==> src/rtl/instruction_memory_loader_pkg.sv <==
// Shared definitions for the instruction memory loader.
// Holds the session state encoding, the stream framing constants and the
// byte-order selection used when two stream bytes are joined into a word.
package instruction_memory_loader_pkg;

  // Load session states, in stream order.
  typedef enum logic [2:0] {
    ST_IDLE      = 3'd0,
    ST_HDR_ADDR  = 3'd1,
    ST_HDR_COUNT = 3'd2,
    ST_DATA      = 3'd3,
    ST_CHECK     = 3'd4,
    ST_DONE      = 3'd5
  } state_e;

  // Header is START word plus COUNT word; trailer is a single checksum byte.
  localparam int HDR_BYTES   = 4;
  localparam int CHECK_BYTES = 1;

  // First byte of a pair lands in the upper half of the word.
  localparam bit BIG_ENDIAN = 1'b1;

  // Running checksum step: XOR of every data byte.
  function automatic logic [7:0] checksum_step(input logic [7:0] acc,
                                               input logic [7:0] data_byte);
    return acc ^ data_byte;
  endfunction

endpackage

==> src/rtl/instruction_memory_loader_byte_pair_assembler.sv <==
// Joins accepted stream bytes into 16-bit words.
// Ports:
//   clk, reset_n  clock and asynchronous active-low reset
//   byte_in       current stream byte
//   byte_take     byte_in is consumed on this rising edge
//   flush         drop any half-assembled word (session state is changing)
//   word_valid    combinational: this edge consumes the second byte of a word
//   word          the completed word, valid together with word_valid
module instruction_memory_loader_byte_pair_assembler
  import instruction_memory_loader_pkg::*;
(
  input  logic        clk,
  input  logic        reset_n,
  input  logic [7:0]  byte_in,
  input  logic        byte_take,
  input  logic        flush,
  output logic        word_valid,
  output logic [15:0] word
);

  logic       phase_q, phase_d;  // 1: first byte of the pair already held
  logic [7:0] first_q, first_d;

  // Next-state for the pair phase and the held first byte.
  always_comb begin
    phase_d = phase_q;
    first_d = first_q;
    if (flush) begin
      phase_d = 1'b0;
    end else if (byte_take) begin
      phase_d = ~phase_q;
      if (!phase_q) begin
        first_d = byte_in;
      end else begin
        first_d = first_q;
      end
    end else begin
      phase_d = phase_q;
    end
  end

  // Pair phase and first-byte registers.
  always_ff @(posedge clk or negedge reset_n) begin
    if (!reset_n) begin
      phase_q <= 1'b0;
      first_q <= 8'h00;
    end else begin
      phase_q <= phase_d;
      first_q <= first_d;
    end
  end

  // A stalled partial word simply waits in first_q until the second byte comes.
  assign word_valid = byte_take & phase_q;
  assign word       = BIG_ENDIAN ? {first_q, byte_in} : {byte_in, first_q};

endmodule

==> src/rtl/instruction_memory_loader.sv <==
// Boot-link instruction memory loader.
// Consumes START, COUNT, COUNT data words and an XOR checksum byte from a
// byte stream, writes the data words to instruction memory and keeps the
// core in reset until a load verifies.
// Ports:
//   clk, reset_n           clock and asynchronous active-low reset
//   start                  begin a session (only honoured while idle)
//   rx_byte/rx_valid       incoming byte stream, rx_ready accepts
//   mem_we/addr/wdata      registered instruction memory write port
//   cpu_hold               core reset request
//   busy, done, error      session status (done is a one-cycle pulse)
//   words_loaded           data words written in the current session
module instruction_memory_loader
  import instruction_memory_loader_pkg::*;
#(
  parameter int DATA_WIDTH = 16,
  parameter int ADDR_WIDTH = 20
) (
  input  logic                  clk,
  input  logic                  reset_n,
  input  logic                  start,
  input  logic [7:0]            rx_byte,
  input  logic                  rx_valid,
  output logic                  rx_ready,
  output logic                  mem_we,
  output logic [ADDR_WIDTH-1:0] mem_addr,
  output logic [DATA_WIDTH-1:0] mem_wdata,
  output logic                  cpu_hold,
  output logic                  busy,
  output logic                  done,
  output logic                  error,
  output logic [15:0]           words_loaded
);

  state_e                state_q, state_d;
  logic [ADDR_WIDTH-1:0] base_q, base_d;
  logic [15:0]           count_q, count_d;
  logic [7:0]            checksum_q, checksum_d;
  logic [15:0]           words_loaded_q, words_loaded_d;
  logic                  rx_ready_q, rx_ready_d;
  logic                  mem_we_q, mem_we_d;
  logic [ADDR_WIDTH-1:0] mem_addr_q, mem_addr_d;
  logic [DATA_WIDTH-1:0] mem_wdata_q, mem_wdata_d;
  logic                  cpu_hold_q, cpu_hold_d;
  logic                  busy_q, busy_d;
  logic                  done_q, done_d;
  logic                  error_q, error_d;

  logic                  byte_take;
  logic                  word_valid;
  logic [15:0]           word;
  logic                  flush;

  assign byte_take = rx_valid & rx_ready_q;
  // Any state change ends the current field, so no half word may leak across.
  assign flush     = (state_d != state_q);

  instruction_memory_loader_byte_pair_assembler u_pair (
    .clk        (clk),
    .reset_n    (reset_n),
    .byte_in    (rx_byte),
    .byte_take  (byte_take),
    .flush      (flush),
    .word_valid (word_valid),
    .word       (word)
  );

  // Session FSM, header latches, checksum, write address and status outputs.
  always_comb begin
    state_d        = state_q;
    base_d         = base_q;
    count_d        = count_q;
    checksum_d     = checksum_q;
    words_loaded_d = words_loaded_q;
    mem_we_d       = 1'b0;
    mem_addr_d     = mem_addr_q;
    mem_wdata_d    = mem_wdata_q;
    cpu_hold_d     = cpu_hold_q;
    done_d         = 1'b0;
    error_d        = error_q;

    case (state_q)
      ST_IDLE: begin
        if (start) begin
          state_d        = ST_HDR_ADDR;
          error_d        = 1'b0;
          words_loaded_d = 16'd0;
          checksum_d     = 8'h00;
          cpu_hold_d     = 1'b1;
        end else begin
          state_d = ST_IDLE;
        end
      end
      ST_HDR_ADDR: begin
        if (word_valid) begin
          base_d  = ADDR_WIDTH'(word);
          state_d = ST_HDR_COUNT;
        end else begin
          state_d = ST_HDR_ADDR;
        end
      end
      ST_HDR_COUNT: begin
        if (word_valid) begin
          count_d = word;
          if (word == 16'd0) begin
            state_d = ST_CHECK;
          end else begin
            state_d = ST_DATA;
          end
        end else begin
          state_d = ST_HDR_COUNT;
        end
      end
      ST_DATA: begin
        if (byte_take) begin
          checksum_d = checksum_step(checksum_q, rx_byte);
        end else begin
          checksum_d = checksum_q;
        end
        if (word_valid) begin
          mem_we_d       = 1'b1;
          // Truncation to ADDR_WIDTH gives the wrap past the top of memory.
          mem_addr_d     = base_q + ADDR_WIDTH'(words_loaded_q);
          mem_wdata_d    = DATA_WIDTH'(word);
          words_loaded_d = words_loaded_q + 16'd1;
          if (words_loaded_d == count_q) begin
            state_d = ST_CHECK;
          end else begin
            state_d = ST_DATA;
          end
        end else begin
          state_d = ST_DATA;
        end
      end
      ST_CHECK: begin
        if (byte_take) begin
          if (rx_byte == checksum_q) begin
            state_d = ST_DONE;
          end else begin
            // Failed load: core stays held until a later session verifies.
            state_d = ST_IDLE;
            error_d = 1'b1;
          end
        end else begin
          state_d = ST_CHECK;
        end
      end
      ST_DONE: begin
        done_d     = 1'b1;
        cpu_hold_d = 1'b0;
        state_d    = ST_IDLE;
      end
      default: begin
        state_d = ST_IDLE;
      end
    endcase

    // Ready/busy are registered from the next state so they line up with it.
    rx_ready_d = (state_d == ST_HDR_ADDR) || (state_d == ST_HDR_COUNT) ||
                 (state_d == ST_DATA)     || (state_d == ST_CHECK);
    busy_d     = (state_d != ST_IDLE);
  end

  // Loader state and registered outputs.
  always_ff @(posedge clk or negedge reset_n) begin
    if (!reset_n) begin
      state_q        <= ST_IDLE;
      base_q         <= '0;
      count_q        <= 16'd0;
      checksum_q     <= 8'h00;
      words_loaded_q <= 16'd0;
      rx_ready_q     <= 1'b0;
      mem_we_q       <= 1'b0;
      mem_addr_q     <= '0;
      mem_wdata_q    <= '0;
      cpu_hold_q     <= 1'b1;
      busy_q         <= 1'b0;
      done_q         <= 1'b0;
      error_q        <= 1'b0;
    end else begin
      state_q        <= state_d;
      base_q         <= base_d;
      count_q        <= count_d;
      checksum_q     <= checksum_d;
      words_loaded_q <= words_loaded_d;
      rx_ready_q     <= rx_ready_d;
      mem_we_q       <= mem_we_d;
      mem_addr_q     <= mem_addr_d;
      mem_wdata_q    <= mem_wdata_d;
      cpu_hold_q     <= cpu_hold_d;
      busy_q         <= busy_d;
      done_q         <= done_d;
      error_q        <= error_d;
    end
  end

  assign rx_ready     = rx_ready_q;
  assign mem_we       = mem_we_q;
  assign mem_addr     = mem_addr_q;
  assign mem_wdata    = mem_wdata_q;
  assign cpu_hold     = cpu_hold_q;
  assign busy         = busy_q;
  assign done         = done_q;
  assign error        = error_q;
  assign words_loaded = words_loaded_q;

endmodule

==> config.mk <==
export PLATFORM = sky130hd
export DESIGN_NAME = instruction_memory_loader
export DESIGN_NICKNAME = d
export VERILOG_FILES = /design/src/rtl/instruction_memory_loader_pkg.sv /design/src/rtl/instruction_memory_loader_byte_pair_assembler.sv /design/src/rtl/instruction_memory_loader.sv
export SDC_FILE = /design/constraint.sdc
export NUM_CORES = 1
export LEC_CHECK = 0
export ABC_AREA = 0
export BUFFER_PORTS_ARGS = -buffer_cell sky130_fd_sc_hd__buf_2
export CORE_ASPECT_RATIO = 0.9
export CORE_MARGIN = 5
export CORE_UTILIZATION = 55
export CTS_BUF_LIST = sky130_fd_sc_hd__clkbuf_8
export CTS_CLUSTER_SIZE = 40
export DETAILED_ROUTE_END_ITERATION = 10
export PLACE_DENSITY = 0.76
export SYNTH_ARGS = -nofsm -noshare
export SYNTH_HDL_FRONTEND = slang
export SYNTH_SLANG_ARGS = --single-unit
==> constraint.sdc <==
create_clock -name clk -period 6.1 [get_ports clk]
set_input_delay 0.915 -clock clk [delete_from_list [all_inputs] [get_ports clk]]
set_output_delay 0.915 -clock clk [all_outputs]
set_load 0.03 [all_outputs]
---- Word level (Yosys, flattened, before mapping) ----
Index checks and enable logic that the tools add are counted.
operators by class
  add/subtract/negate cells ............... 2
  $mul .................................... 0
  divide/modulo/power cells ............... 0
  magnitude comparators ................... 0
  eq/ne operators ......................... 17
  shifts and indexed selects .............. 0
  muxes and demuxes ....................... 26
  bitwise gates (word level) .............. 5
  reduce and logical (&&, ||, !) cells .... 18
operators by type and width
  kind                                                             count
  16-bit 2-to-1 mux                                                2
  16-bit one-hot mux with 2 select lines                           1
  3-bit 2-to-1 mux                                                 6
  16-bit by 16-bit adder with 17-bit output                        1
  16-bit by 1-bit adder with 16-bit output, second input constant  1
  16-bit == test                                                   1
  16-bit zero test                                                 1
  8-bit 2-to-1 mux                                                 2
  8-bit one-hot mux with 2 select lines                            1
  3-bit one-hot mux with 5 select lines                            1
  3-bit by 2-bit == test with 1-bit output, second input constant  4
  1-bit 2-to-1 mux                                                 10
  3-bit == test, second input constant                             3
  3-bit AND reduction                                              3
  8-bit == test                                                    1
  2-bit AND reduction                                              4
  2-bit nonzero test                                               4
  8-bit XOR                                                        1
  3-bit by 1-bit == test with 1-bit output, second input constant  2
  2-bit by 1-bit != test with 1-bit output, second input constant  3
  2-bit != test, second input constant                             2
  1-bit one-hot mux with 2 select lines                            2
  4-bit AND reduction                                              1
  3-bit zero test                                                  1
  6 further kinds                                                  10
word-level totals
  flip-flop bits (word level) ............. 110
  bits in latches ......................... 0
  memory bits (writable) .................. 0
  bits in read-only memories .............. 0
  input bits .............................. 12
  memories kept ........................... 0

---- Depth between registers and ports, before layout ----
Gate-level depths: netlist (run 1).
  depth in word-level cells ............... 9
  depth in mapped cells ................... 10

---- By module ----
A second synthesis (run 1) with hierarchy kept.
unflattened totals
  cell total of the unflattened synthesis .. 584
  area total of the unflattened synthesis .. 5726.7 µm²
by module, submodules not included
  module                                         times used  cells an instance  area each (µm²)
  instruction_memory_loader                      1           555                5312.6
  instruction_memory_loader_byte_pair_assembler  1           29                 414.1

---- Worst setup path after synthesis (run 1) ----
Ideal clock, no wire load.
  path kind ............................... input port to flip-flop
  from .................................... in rx_byte[4]
  to ...................................... reg u_pair.first_q[0]
  data arrival time ....................... 2646 ps
  slack ................................... 3326 ps
  stages .................................. 9
  cell sequence ........................... buf_2 > xor2_1 > nor4_1 > a21oi_1 > nand2_1 > nand4b_1 > or3_1 > buf_2 > mux2_1
between the ends
  cells in the longest elaborated chain, start to end .. 7
  elaborated cells between the ends (all ways) .. 10
  classes of those cells .................. 2 x eq/ne; 5 x mux; 1 x bitwise; 2 x reduce/logical
ends and longest elaborated chain
  what                                               line                                                                text
  start, declared                                    instruction_memory_loader.sv:22                                     input logic [7:0] rx_byte,
  8-bit == test or 16-bit zero test (tied branches)  instruction_memory_loader.sv:137, instruction_memory_loader.sv:105
  3-bit 2-to-1 mux, on equally long branches         instruction_memory_loader.sv:137, instruction_memory_loader.sv:105
  3-bit 2-to-1 mux, on equally long branches         instruction_memory_loader.sv:136, instruction_memory_loader.sv:103
  3-bit one-hot mux with 5 select lines *            instruction_memory_loader.sv:82                                     case (state_q)
  3-bit != test *                                    instruction_memory_loader.sv:56                                     assign flush = (state_d != state_q);
  1-bit NOT (no source line) *                       --
  3-bit AND reduction (no source line) *             --
  end signal, assigned                               instruction_memory_loader_byte_pair_assembler.sv:49                 first_q <= first_d;
  end, declared                                      instruction_memory_loader_byte_pair_assembler.sv:22                 logic [7:0] first_q, first_d;
Every way passes the cells marked *; elsewhere a longest branch is shown, timed or not.
A chain may end at the register's enable or synchronous reset.

---- Worst setup path after layout (run 1) ----
  from .................................... reg state_q[1]
  to ...................................... reg words_loaded_q[8] (netlist: words_loaded[8])
between the ends
  cells in the longest elaborated chain, start to end .. 3
  elaborated cells between the ends (all ways) .. 7
  classes of those cells .................. 3 x eq/ne; 1 x mux; 3 x reduce/logical
ends and longest elaborated chain
  what                                                                               line                              text
  start, declared                                                                    instruction_memory_loader.sv:35   state_e state_q, state_d;
  start signal, assigned                                                             instruction_memory_loader.sv:181  state_q <= state_d;
  3-bit by 2-bit == test with 1-bit output or 3-bit zero test (tied branches)        instruction_memory_loader.sv:82
  2-bit by 1-bit != test with 1-bit output (no source line) (tied with other cells)  --
  3-bit AND reduction (no source line)                                               --
  end signal, assigned                                                               instruction_memory_loader.sv:185  words_loaded_q <= words_loaded_d;
  end, declared                                                                      instruction_memory_loader.sv:39   logic [15:0] words_loaded_q, words_loaded_d;
Parallel ways exist; a longest one is shown, timed or not.

==> run_results.csv, run 1 <==
group,metric,value,unit
grt,antenna_found_initial,0,
power,seqPwrFrac,42.5,%
sta,setup_tns,0,ps
worst_setup_path,crit_family,"simple AND/OR/NAND/NOR gates",
worst_hold_path,hold_path_depth,2,
die,num_io_pins,70,
worst_setup_path,crit_path_max_fanout,68,
die,dieHeight,108.0,um
logic_synthesis,yosysUniqueCellTypes,66,
logic_synthesis,synth_cells,607,
logic_synthesis,syn_area,0.005867,mm^2
detailed_routing,vias,4716,
worst_setup_path,worstPathArrival,3750,ps
die,core_area,0.01033,mm^2
final_layout,drive_gt1_share,17.05,%
clocking,htreeDepth,3,
detailed_routing,first_pass_iters,5,
power,p_clk_share,15.5,%
logic_synthesis,synthTopCellsByArea,"dfrtp_1 45%, nand2_1 5.8%, mux2_1 4.6%",
placement,gp_congestion,0.9513,
sta,slew_headroom,33.32,%
detailed_routing,routed_wl,14100,um
sta,finalHoldViolations,0,
detailed_routing,routedWlPerCell,18.08,um
power,p_int,0.001639,W
power,power_density,450.1,mW/mm^2
logic_synthesis,synth-edff-count,0,
logic_synthesis,synth_top_area_share,45.21,%
final_layout,area_growth,9.064,%
worst_setup_path,critPathMaxStageDelay,830,ps
power,sw_frac_of_total,43.09,%
power,combinationalPowerShare,42.0,%
clocking,cts_hold_buf,0,
worst_setup_path,cp-start-kind,"flip-flop",
detailed_routing,drc_errors,0,
run_status,status,"finished clean",
placement,dp_hpwl,9934,um
sta,maxSlewViolCount,0,
clocking,tritoncts,"done",
clocking,path_clk_slew,110,ps
worst_hold_path,min_to,"mem_addr[5]$_DFFE_PN0P_",
sta,worst_slew_pin_slew,997.2,ps
die,die-width,118.9,um
grt,track_usage,22.77,%
sta,setup_viol,0,
logic_synthesis,netlist.top_cell.by_area,"dfrtp_1",
sta,grt_setup_unrepaired,"false",
grt,grt_pass1_wl,23530,um
logic_synthesis,ys_ff_latch,107,
placement,placedCellCount,764,
die,die-area,0.01284,mm^2
logic_synthesis,ys_seq_area_share,45.66,%
final_layout,fin_cells,780,
worst_hold_path,hold_path_class,"reg2reg",
sta,layout_min_cycle_time,3447,ps
detailed_routing,drtAntennaViolNets,0,
worst_setup_path,r2r_start,"state_q[1]$_DFF_PN0_",
sta,finClkSkew,12.54,ps
job,cap_violations,0,
die,fp-row-count,35,
worst_setup_path,regToRegSetupSlack,2650,ps
clocking,postCtsResizedCells,0,
logic_synthesis,synth_warnings,0,
clocking,cts-buffers-inserted,9,
clocking,cts_buffer_depth,2,
grt,grt_max_degree,70,
power,peakVddDrop,0.3016,mV
sta,max_freq,290.1,MHz
worst_setup_path,path_cells,"nor2b_1, and2_1, nand2_2, buf_4, inv_2, nor2_1, a21oi_1, a21oi_1",
final_layout,nets,676,
worst_setup_path,rr_worst_depth,8,
worst_setup_path,crit_top_cell,"a21oi_1",
detailed_routing,drt-initial-drc-count,349,
worst_setup_path,crit_type,"reg2reg",
clocking,cts_sinks,107,
worst_setup_path,timing.rr.end,"words_loaded[8]$_DFFE_PN0P_",
logic_synthesis,synthFlopType,"dfrtp_1",
worst_hold_path,worstHoldStart,"mem_addr[5]$_DFFE_PN0P_",
logic_synthesis,syn_area_per_cell,9.665,um^2
power,p_sw,0.001241,W
placement,portBuffers,66,
worst_setup_path,worst_ep_required_time,6400,ps
worst_setup_path,crit_buf_inv,2,
clocking,clk_latency,380,ps
die,floorplan.initialDensity,56.77,%
logic_synthesis,async_reset_ff_share,100.0,%
detailed_routing,avgViaCountPerCell,6.046,
grt,grt_pass1_vias,4604,
clocking,cts_setup_buffers,0,
power,p_leak,3.007,nW
sta,period_share,56.51,%
worst_setup_path,cp_slowest_cell,"nor2_1",
worst_setup_path,cp-end-kind,"flip-flop",
clocking,root_buffer,"clkbuf_8",
final_layout,antenna_cells,0,
grt,grt_remaining_overflow,0,
-- power by group through the flow --
stage	Sequential, W	Combinational, W	Clock (W)
after detailed placement	0.00124	0.00121	0
after global routing	0.00126	0.00133	0.000482
final	0.00122	0.00121	0.000446
after CTS	0.00122	0.00122	0.000455
after floorplan	0.00136	0.000735	0
after global placement	0.00122	0.00116	0
-- metal layers --
metal / up-vias / wire length, um / track usage (%)
li1: 2233 / - / -
met1: 2267 / 6259 / 31.12
met2: 199 / 6618 / 37.08
met3: 17 / 1039 / 5.178
met4: 0 / 181 / 5.873
met5: - / 0 / 0
-- layout by cell type (no fill, tap or decap), drive strengths merged, types with 3 or more instances in the layout --
cell      n
inv      19
nor3     10
o211ai    3
ha       17
nand2    90
o21a      5
or2       3
nand4    10
buf      68
a31oi     5
a211oi    3
and2      6
a21o      6
a22o      8
o41ai     4
o21ai    48
nor2b     6
o31ai    13
nor2     33
nor4      8
dfrtp   106
conb      3
nand3    21
xnor2    19
a21oi    18
xor2     18
clkbuf    9
and3      7
mux2     40
nand4b    4
clkinv    3
-- worst register-to-register path: cells and delay by family, from the launching register on --
family,cells,cell delay [ps]
DFF,1,510
AOI/OAI and AO/OA,2,330
and+or+nand+nor,4,1540
buffers and inverters,2,990
-- through the flow --
step	instance area [um^2]	setup slack [ps]	utilization, %	total power (W)	hold slack [ps]
global placement	6198	2595	59.98	0.002380	455.3
floorplan	5874	3326	-	0.002096	468.4
detailed placement	6198	2541	59.98	0.002443	458.3
global route	6399	2352	61.91	0.003077	509.5
CTS	6399	2683	61.91	0.002893	484.3
finish	6399	2653	61.91	0.002880	477.0
-- cells in the mapped netlist, types with 2 or more instances --
cell	n
nand2b_1	2
nor3b_1	2
o21bai_1	2
mux2_2	16
a22o_1	8
or4_1	2
xor2_1	18
a31oi_1	5
a21o_1	6
and4_1	2
o221ai_1	2
o41a_1	2
nor4_1	7
inv_1	14
and3_1	7
nor2_1	33
or3_1	2
mux2_1	24
nand3_1	21
nor4b_2	2
a21oi_1	18
o211ai_1	3
nand4_1	9
or2_2	2
clkbuf_1	21
o41ai_1	4
o31ai_1	13
nor3_1	10
buf_1	3
nand3b_1	2
xnor2_1	19
inv_2	2
o21ai_0	29
o21ai_1	19
buf_4	3
dfrtp_1	106
nand4b_1	4
and2_1	6
ha_1	17
nand2_1	90
a211oi_1	2
nor2b_1	6
o21a_1	5
buf_2	15
-- how the worst max path moves through the flow --
stage | to | slack [ps] | cells after the start | from
after global routing | words_loaded[2]$_DFFE_PN0P_ | 2350 | 8 | state_q[1]$_DFF_PN0_
after global placement | words_loaded[15]$_DFFE_PN0P_ | 2600 | 8 | rx_valid
after CTS | words_loaded[7]$_DFFE_PN0P_ | 2680 | 8 | state_q[1]$_DFF_PN0_
after detailed placement | words_loaded[15]$_DFFE_PN0P_ | 2540 | 8 | rx_valid
final | words_loaded[8]$_DFFE_PN0P_ | 2650 | 8 | state_q[1]$_DFF_PN0_
after floorplan | u_pair.first_q[0]$_DFFE_PN0P_ | 3330 | 9 | rx_byte[4]
-- registers in the layout (all words and copies together), names as in the netlist, 3 cells and up --
name,flops
mem_addr,17
checksum_q,8
base_q,16
mem_wdata,16
words_loaded,16
state_q,3
count_q,16
u_pair.first_q,8
-- cells by family (layout without fill, tap and decap cells) --
kind of cell               Yosys count  count (layout)  share of synthesized area (%)
and+or+nand+nor                    214             214                          17.91
AOI/OAI and AO/OA                  131             131                          14.80
DFF                                107             107                          45.66
buffers and inverters               58             100                          4.223
muxes                               41              41                          7.848
xor gates and xnor gates            37              37                          5.524
adders and majority gates           18              18                          3.967
other                                1               3                        0.06392
-- layout make-up --
cell class                 count  area (um^2)
clock inverter                 7        76.32
multi-input combinational    444         2950
tap                          129        161.4
inverter                      16        60.06
timing repair buffer          68        347.8
fill                         859         3936
clock buffer                   9        123.9
sequential                   107         2679
Power figures use the tool's default switching activity.
==> run 2: changes to the inputs <==
ABC_AREA = 1   (was 0)
PLACE_DENSITY = 0.79   (was 0.76)
clock period = 2.9 ns   (was 6.1 ns; I/O delays follow)
==> run_results.csv, run 2 <==
group,metric,value,unit
run_status,status,"finished clean",
worst_setup_path,cp-start-kind,"flip-flop",
clocking,cts_buffer_depth,2,
final_layout,drive_gt1_share,15.47,%
final_layout,regArea,0.002679,mm^2
job,cap_violations,0,
logic_synthesis,synth_warnings,0,
clocking,root_buffer,"clkbuf_8",
die,num_io_pins,70,
worst_setup_path,critPathMaxStageDelay,500,ps
sta,finClkSkew,13.99,ps
power,seqPwrFrac,40.3,%
sta,finalHoldViolations,0,
final_layout,largest_reg_flops,17,
logic_synthesis,ys_ff_latch,107,
clocking,cts_sinks,107,
sta,max_freq,386.5,MHz
final_layout,antenna_cells,0,
logic_synthesis,syn_area,0.005819,mm^2
grt,grt_pass1_vias,5221,
clocking,path_clk_slew,110,ps
logic_synthesis,yosys.area_share.xor_xnor,3.161,%
worst_setup_path,r2r_start,"words_loaded[2]$_DFFE_PN0P_",
power,peakVddDrop,0.6104,mV
worst_setup_path,path_cells,"ha_1, nand3_1, nand2_1, a21oi_1, o21ai_0, a21boi_1, o21ai_0, a21oi_1, xor2_1, o21ai_0",
power,p_sw,0.002612,W
final_layout,layout_commonest_cell,"nand2_1",
grt,track_usage,24.90,%
clocking,cts_setup_buffers,0,
logic_synthesis,netlist.top_cell.by_area,"dfrtp_1",
detailed_routing,drc_errors,0,
clocking,htreeDepth,3,
detailed_routing,routed_wl,15360,um
detailed_routing,drtAntennaViolNets,0,
sta,setup_tns,0,ps
worst_hold_path,worstHoldStart,"rx_byte[2]",
sta,grt_setup_unrepaired,"false",
logic_synthesis,synth_most_common_cell,"nand2_1",
logic_synthesis,synth-compound-area-share,10.69,%
sta,setup_slack,312.5,ps
final_layout,area_growth,11.80,%
logic_synthesis,yosys.area_share.adder,3.999,%
placement,portBuffers,66,
clocking,clk_latency,390,ps
final_layout,n_fill_cell,861,
worst_setup_path,crit_family,"compound AO/OA/AOI/OAI gates",
final_layout,multiInputGateArea,0.002770,mm^2
worst_setup_path,rr_worst_depth,10,
power,p_leak,3.400,nW
logic_synthesis,yosysUniqueCellTypes,39,
logic_synthesis,synthSimpleGateAreaFrac,29.56,%
final_layout,most-common-layout-cells,"200 x nand2_1, 106 x dfrtp_1, 75 x o21ai_0",
logic_synthesis,synth-edff-count,0,
power,combinationalPowerShare,43.6,%
worst_setup_path,crit_type,"reg2reg",
die,core_area,0.01029,mm^2
logic_synthesis,synthFlopType,"dfrtp_1",
logic_synthesis,synth_cells,722,
logic_synthesis,async_reset_ff_share,100.0,%
placement,gp_congestion,0.9570,
worst_hold_path,hold_path_class,"in2reg",
power,p_clk_share,16.0,%
grt,grt_max_degree,66,
worst_setup_path,crit_path_max_fanout,8,
sta,setup_viol,0,
worst_setup_path,cp_num_cells,10,
detailed_routing,first_pass_iters,5,
worst_setup_path,cp_slowest_cell,"dfrtp_1",
sta,slew_headroom,56.64,%
logic_synthesis,synth_mux_area_share,0,%
die,die-area,0.01274,mm^2
worst_setup_path,cp-end-kind,"flip-flop",
logic_synthesis,syn_area_per_cell,8.060,um^2
die,fp-row-count,35,
logic_synthesis,synthTopCellsByArea,"dfrtp_1 46%, nand2_1 13%, o21ai_0 6.5%",
worst_setup_path,worst_ep_required_time,3210,ps
power,power_density,902.8,mW/mm^2
worst_setup_path,cp-startpoint,"words_loaded[2]$_DFFE_PN0P_",
grt,grt_remaining_overflow,0,
clocking,tritoncts,"done",
placement,pre_cts_ws,313.8,ps
logic_synthesis,synth_top_family_by_area,"simple AND/OR/NAND/NOR gates",
power,sw_frac_of_total,44.48,%
worst_hold_path,hold_path_depth,3,
die,floorplan.initialDensity,56.55,%
detailed_routing,vias,5266,
worst_setup_path,crit_buf_inv,0,
power,p_int,0.003261,W
sta,worst_slew_pin_slew,648.8,ps
sta,layout_min_cycle_time,2587,ps
grt,antenna_found_initial,0,
sta,maxSlewViolCount,0,
detailed_routing,routedWlPerCell,16.62,um
die,dieHeight,107.6,um
worst_setup_path,worstPathArrival,2900,ps
logic_synthesis,ys_seq_area_share,46.03,%
clocking,cts-buffers-inserted,9,
final_layout,nets,820,
die,die-width,118.4,um
detailed_routing,avgViaCountPerCell,5.699,
logic_synthesis,yosys-top-cells-count,"200 x nand2_1, 106 x dfrtp_1, 75 x o21ai_0",
placement,dp_hpwl,11330,um
logic_synthesis,synth_top_area_share,45.58,%
worst_setup_path,crit_top_cell,"o21ai_0",
grt,grt_pass1_wl,25460,um
sta,period_share,89.22,%
detailed_routing,drt-initial-drc-count,480,
-- run 2: repair_timing --
item / 4_1_cts / 5_1_grt
hold buffers: 1 / 0
gates resized for setup: 0 / 1
endpoints found under the setup margin: 0 / 1
endpoints found under the hold margin: 26 / 0
-- run 2: final timing paths --
path	endpoint	slack, ps
worst max-delay path	mem_addr[13]$_DFFE_PN0P_	310
worst min-delay path	u_pair.first_q[2]$_DFFE_PN0P_	320
worst max register to register	mem_addr[13]$_DFFE_PN0P_	310
worst min register to register	u_pair.first_q[3]$_DFFE_PN0P_	480
max in group asynchronous	base_q[6]$_DFFE_PN0P_	1670
min in group asynchronous	mem_addr[10]$_DFFE_PN0P_	540
-- run 2: cells by family after synthesis --
logic type,count (synthesis)
compound gates,113
other cells,1
flops,107
buf+inv,95
xor+xnor,21
simple gates,367
fa+ha+maj,18
-- run 2: metal layers --
layer,vias up,wire (um),track usage [%]
met4,0,365,8.502
met5,-,0,0
met2,223,7270,41.04
met1,2516,6519,32.39
li1,2496,-,-
met3,31,1199,5.991
-- run 2: tightest hold or removal path: cells and delay by family --
family                 cells  cell delay, ps
AND/OR/NAND/NOR            2             130
buffers and inverters      1             130
-- run 2: power by group through the flow --
stage / Clock [W] / Combinational [W] / Sequential [W]
2_1_floorplan: 0 / 0.00139 / 0.00279
3_3_place_gp: 0 / 0.00246 / 0.00236
3_5_place_dp: 0 / 0.00256 / 0.00238
4_1_cts: 0.000959 / 0.00257 / 0.00236
5_1_grt: 0.00103 / 0.00282 / 0.00244
6_report: 0.000942 / 0.00256 / 0.00237
-- run 2: cell type report --
class,instances,area share (%)
clock inverters,7,1.154
flip-flops and latches,107,41.17
clock buffers,9,1.904
multi-input cells,522,42.58
well taps,129,2.481
inverters,75,4.327
repair buffers,75,6.385
-- run 2: per-stage QoR --
stage | power, W | utilization [%] | cells | hold WS (ps) | area [um^2]
global route | 0.006296 | 63.22 | 924 | 309.7 | 6506
global placement | 0.004820 | 61.19 | 907 | 400.5 | 6297
floorplan | 0.004174 | - | 724 | 139.4 | 5827
detailed placement | 0.004940 | 61.19 | 907 | 416.1 | 6297
CTS | 0.005890 | 63.22 | 924 | 316.9 | 6506
finish | 0.005874 | 63.22 | 924 | 324.3 | 6506
